## config.mk

```make
export PLATFORM = sky130hd
export DESIGN_NAME = pipe_stage_reg
export DESIGN_NICKNAME = d
export VERILOG_FILES = /design/src/rtl/pipe_stage_reg.sv
export SDC_FILE = /design/constraint.sdc
export NUM_CORES = 1
export LEC_CHECK = 0
export ABC_AREA = 0
export CAP_MARGIN = 20
export CORE_AREA = 2 2 137 139
export DETAILED_ROUTE_END_ITERATION = 8
export DIE_AREA = 0 0 139 141
export PLACE_DENSITY_LB_ADDON = 0.2
export SYNTH_ARGS = -nofsm -noshare
export SYNTH_HDL_FRONTEND = slang
export SYNTH_SLANG_ARGS = --single-unit
```

## constraint.sdc

```tcl
create_clock -name clk -period 1.2 [get_ports clk]
set_input_delay 0.18 -clock clk [delete_from_list [all_inputs] [get_ports clk]]
set_output_delay 0.18 -clock clk [all_outputs]
set_load 0.1 [all_outputs]
```

## src/rtl/pipe_stage_reg.sv

```systemverilog
// Pipeline boundary register with flush (Req), stall (bubble or hold) and Tnew countdown.
// Optional stall-edge counter on bubble_cnt when PIPE_BUBBLE_CNT_EN is defined.
module pipe_stage_reg #(
  parameter int          DATA_W     = 96,
  parameter int          TNEW_W     = 2,
  parameter int          STALL_MODE = 0,
  parameter logic [31:0] HANDLER_PC = 32'h0000_4180
) (
  input  logic              clk,
  input  logic              reset,
  input  logic              Req,
  input  logic              stall,
  input  logic [31:0]       in_instr,
  input  logic [31:0]       in_pc,
  input  logic [DATA_W-1:0] in_data,
  input  logic [4:0]        in_wa,
  input  logic [TNEW_W-1:0] in_tnew,
  input  logic              in_bd,
  input  logic [4:0]        in_exccode,
  input  logic              in_ri,
  input  logic              in_syscall,
  output logic [31:0]       out_instr,
  output logic [31:0]       out_pc,
  output logic [DATA_W-1:0] out_data,
  output logic [4:0]        out_wa,
  output logic [TNEW_W-1:0] out_tnew,
  output logic              out_bd,
  output logic [4:0]        out_exccode,
  output logic              out_valid
`ifdef PIPE_BUBBLE_CNT_EN
  ,
  output logic [15:0]       bubble_cnt
`endif
);

  typedef struct packed {
    logic [31:0]       instr;
    logic [31:0]       pc;
    logic [DATA_W-1:0] data;
    logic [4:0]        wa;
    logic [TNEW_W-1:0] tnew;
    logic              bd;
    logic [4:0]        exccode;
    logic              valid;
  } stage_t;

  localparam logic [4:0] EXC_RI  = 5'd10;
  localparam logic [4:0] EXC_SYS = 5'd8;

  stage_t st_q, st_d;

  always_comb begin
    st_d = st_q;
    if (Req) begin
      st_d    = '0;
      st_d.pc = HANDLER_PC;
    end else if (stall) begin
      // Bubble keeps PC/BD so a later exception on it still reports a sane EPC.
      if (STALL_MODE == 0) begin
        st_d    = '0;
        st_d.pc = in_pc;
        st_d.bd = in_bd;
      end
    end else begin
      st_d.instr = in_ri ? 32'h0 : in_instr;
      st_d.pc    = in_pc;
      st_d.data  = in_data;
      st_d.wa    = in_wa;
      st_d.tnew  = (in_tnew == '0) ? '0 : in_tnew - TNEW_W'(1);
      st_d.bd    = in_bd;
      st_d.valid = 1'b1;
      if (in_exccode != 5'd0) st_d.exccode = in_exccode;
      else if (in_ri)         st_d.exccode = EXC_RI;
      else if (in_syscall)    st_d.exccode = EXC_SYS;
      else                    st_d.exccode = 5'd0;
    end
  end

  always_ff @(posedge clk) begin
    if (reset) st_q <= '0;
    else       st_q <= st_d;
  end

  assign out_instr   = st_q.instr;
  assign out_pc      = st_q.pc;
  assign out_data    = st_q.data;
  assign out_wa      = st_q.wa;
  assign out_tnew    = st_q.tnew;
  assign out_bd      = st_q.bd;
  assign out_exccode = st_q.exccode;
  assign out_valid   = st_q.valid;

`ifdef PIPE_BUBBLE_CNT_EN
  logic [15:0] bubble_cnt_q, bubble_cnt_d;

  always_comb begin
    bubble_cnt_d = bubble_cnt_q;
    if (stall && !Req && bubble_cnt_q != 16'hFFFF) bubble_cnt_d = bubble_cnt_q + 16'd1;
  end

  always_ff @(posedge clk) begin
    if (reset) bubble_cnt_q <= '0;
    else       bubble_cnt_q <= bubble_cnt_d;
  end

  assign bubble_cnt = bubble_cnt_q;
`endif

endmodule

```

==> summary.txt <==
Outcome
  • Status: finished clean

Global routing
  • GRT overflow: 0
  • Vias in the first global route: 4151
  • Initial antenna violation count: 0
  • First-pass GRT wire length: 23500 um
  • GR Util All Layers: 0.159
  • Largest net degree at the start of global routing: 31

STA
  • Worst-margin pin slew: 0.178 ns
  • Final Max Slew Viols: 0
  • Tcrit/Tclk final: 0.969
  • Worst slew margin: 0.881
  • Setup Viol. Count Final: 0
  • RSZ-0062 raised after global routing: false
  • Fmax achieved: roughly 860 MHz
  • Final Hold Viols: 0
  • Fin Setup TNS: 0 ns
  • Crit path time final: roughly 1.2 ns

Finish
  • Post-route insts no fill: 1002
  • Final Net Count: ~940
  • Fraction of layout cells with a size suffix above 1: 0.306
  • Layout Utilization: 0.610
  • Area Overhead vs Synth: 134%
  • Antenna Cells: 0

Route
  • Average wire per standard cell: 15.6 um
  • DRC: 0
  • Routed WL: 15700 um
  • DR iter-0 viols: 67
  • ANT nets after route: 0
  • Post-DR vias/cell: 3.88
  • Via count: 3889
  • First drt pass iteration count: 4

Synthesis
  • Synth Area in Adders: 0.00262
  • EDFF count, synth: 0
  • Compound-Gate Fraction of Synth Area: 0.00446
  • Cell count after synthesis: 380
  • Synth Warn #: 0
  • Syn Area/Cell: 12.5 um2
  • Main combinational cell family by area after synthesis: simple AND/OR/NAND/NOR gates
  • Most numerous cell in the Yosys netlist: dfxtp_1
  • Simple-gate share of the synthesized area: 0.232
  • Mapped Nets: between 500 and 600
  • Synth async-reset ratio: 0
  • Synth top area cells: dfxtp_1 73%, and2_1 22%, buf_6 1.4%
  • Synth Area in XOR/XNOR: 0
  • Synth cell types: 17
  • Top cells by count, synth: 174 x dfxtp_1, 166 x and2_1, 9 x nor2_1, 7 x clkbuf_2, 6 x buf_6
  • Yosys reg bits: 174
  • Mapped cell area: between 4000 and 5000 um2
  • Dominant cell type by area after synthesis: dfxtp_1
  • Post-synthesis sequential area ratio: 0.731
  • Multiplexer share of the synthesized area: 0
  • Commonest register cell after synthesis: dfxtp_1
  • Post-synth top area share: 0.731

Floorplan
  • Die W: 139 um
  • Die Y: 141 um
  • DIE AREA: 19600 um2
  • IO Pins: 353
  • Row cnt: 50
  • Core Area: 18300 um2
  • Initial core utilization: 0.261

Power and ir drop
  • Peak supply drop: 0.907 mV
  • Sw power: 3.89 mW
  • Switch share: 0.274
  • Total internal power: 10.3 mW
  • PwrDens: 1280 nW/um2
  • Clock power frac: 0.382
  • Sequential fraction of design power: 0.427
  • P_leak: approximately 4.6 nW
  • Comb pwr share: 0.190

Worst setup path
  • CP top delay family: flip-flops
  • Worst Path Buf+Inv: 1
  • Setup crit end kind: output pin
  • Worst setup startpoint: out_data[66]$_SDFF_PP0_
  • CP Max Fanout: 1
  • Critical Path AT: 0.98 ns
  • Data required, critical path: 1.02 ns
  • CP cell instances: buf_12
  • Crit path capture: out_data[66]
  • Setup crit start kind: register
  • Max incr delay on CP: 0.37 ns
  • Critical path class: register to output pin
  • CP max-delay cell: dfxtp_1
  • Critical path depth in cells: 1

CTS
  • Clk root buf: clkbuf_16
  • H-tree levels: 4
  • Max Root-Sink Buffers: 2
  • Clk slew on worst S/H paths: approximately 0.070 ns
  • Number of CTS-inserted buffers: 17
  • CTS sink cnt: 174
  • CTS tree: done

Placement
  • IO buf count: 352
  • DP Wirelength: 12200 um
  • Placed insts: 959
  • Routability cong.: 0.771

Worst hold path
  • Worst min-delay path class: input port to register
  • Hold_sp: reset

Job
  • Max cap viols: 0
[worst min-delay path: stages]
cell	delay (ns)
dlygate4sd2_1	0.21
buf_4	0.13
nor2_1	0.04
[kinds of logic (layout without fill, tap and decap cells)]
logic type,after synthesis,count (layout)
simple gates,180,180
flops,174,174
buf+inv,22,410
compound gates,3,3
fa+ha+maj,1,1
[how the worst min path moves through the flow]
| stage | slack (ns) | end | depth (start not counted) |
|---|---|---|---|
| after CTS | 0.16 | out_pc[7]$_SDFF_PP0_ | 3 |
| after floorplan | 0.25 | out_pc[14]$_SDFF_PP0_ | 1 |
| after global placement | 0.65 | out_data[56] | 1 |
| after global routing | 0.19 | out_pc[7]$_SDFF_PP0_ | 3 |
| after detailed placement | 0.65 | out_instr[31] | 1 |
| final | 0.19 | out_pc[7]$_SDFF_PP0_ | 3 |
[metal layers]
layer | track usage | part of all wire | vias up
met1 | 0.151 | 0.33 | 1758
met2 | 0.298 | 0.55 | 209
met5 | 0 | 0 | -
li1 | - | - | 1901
met4 | 0.0579 | 0.020 | 0
met3 | 0.0774 | 0.11 | 21
[power by group through the flow]
| stage | combinational [mW] | sequential (mW) | clock [mW] |
|---|---|---|---|
| floorplan | 0.170 | 7.30 | 0 |
| global placement | 2.65 | 6.20 | 0 |
| detailed placement | 2.67 | 6.21 | 0 |
| CTS | 2.73 | 6.08 | 5.57 |
| global route | 2.80 | 6.08 | 5.81 |
| finish | 2.71 | 6.07 | 5.43 |
[registers in the layout, summed over array words and instances, names as in the netlist]
register     count
out_bd           1
out_data        96
out_exccode      5
out_instr       32
out_pc          32
out_tnew         2
out_valid        1
out_wa           5
[repair_timing]
item                                    in CTS  in global routing
buffers inserted                             8                  0
endpoints found under the hold margin        0                  0
endpoints found under the setup margin      74                  2
hold buffers                                 0                  0
resized for setup                           15                  2
pin swaps                                    2                  0
cloned                                       4                  0
[layout by cell type, fill, tap and decap left out, drive strengths merged]
cell type,n
o21ba,1
clkinv,3
dfxtp,174
ha,1
or3,1
clkdlybuf4s50,175
nor2,10
inv,7
clkbuf,19
buf,197
dlygate4sd2,3
clkinvlp,4
a31oi,1
nor3,3
bufinv,2
a21oi,1
and2,166
[metrics by stage]
stage / hold WS [ns] / instance area (um2) / setup WS, ns / total power, mW
5_1_grt: 0.188 / 11100 / 0.00385 / 14.7
3_5_place_dp: 0.647 / 10300 / -0.472 / 8.88
6_report: 0.188 / 11100 / 0.0374 / 14.2
2_1_floorplan: 0.252 / 4770 / 0.0533 / 7.47
3_3_place_gp: 0.646 / 10300 / -0.451 / 8.85
4_1_cts: 0.165 / 11100 / 0.00508 / 14.4
[final cells by class]
class	instances	area [um2]
sequential	174	3490
timing repair buffer	375	5600
inverter	4	27.5
clock inverter	12	135
multi-input combinational	184	1150
clock buffer	19	443
tap	234	293
fill	1407	7130
Note: power is estimated with default switching activity, not from simulation.
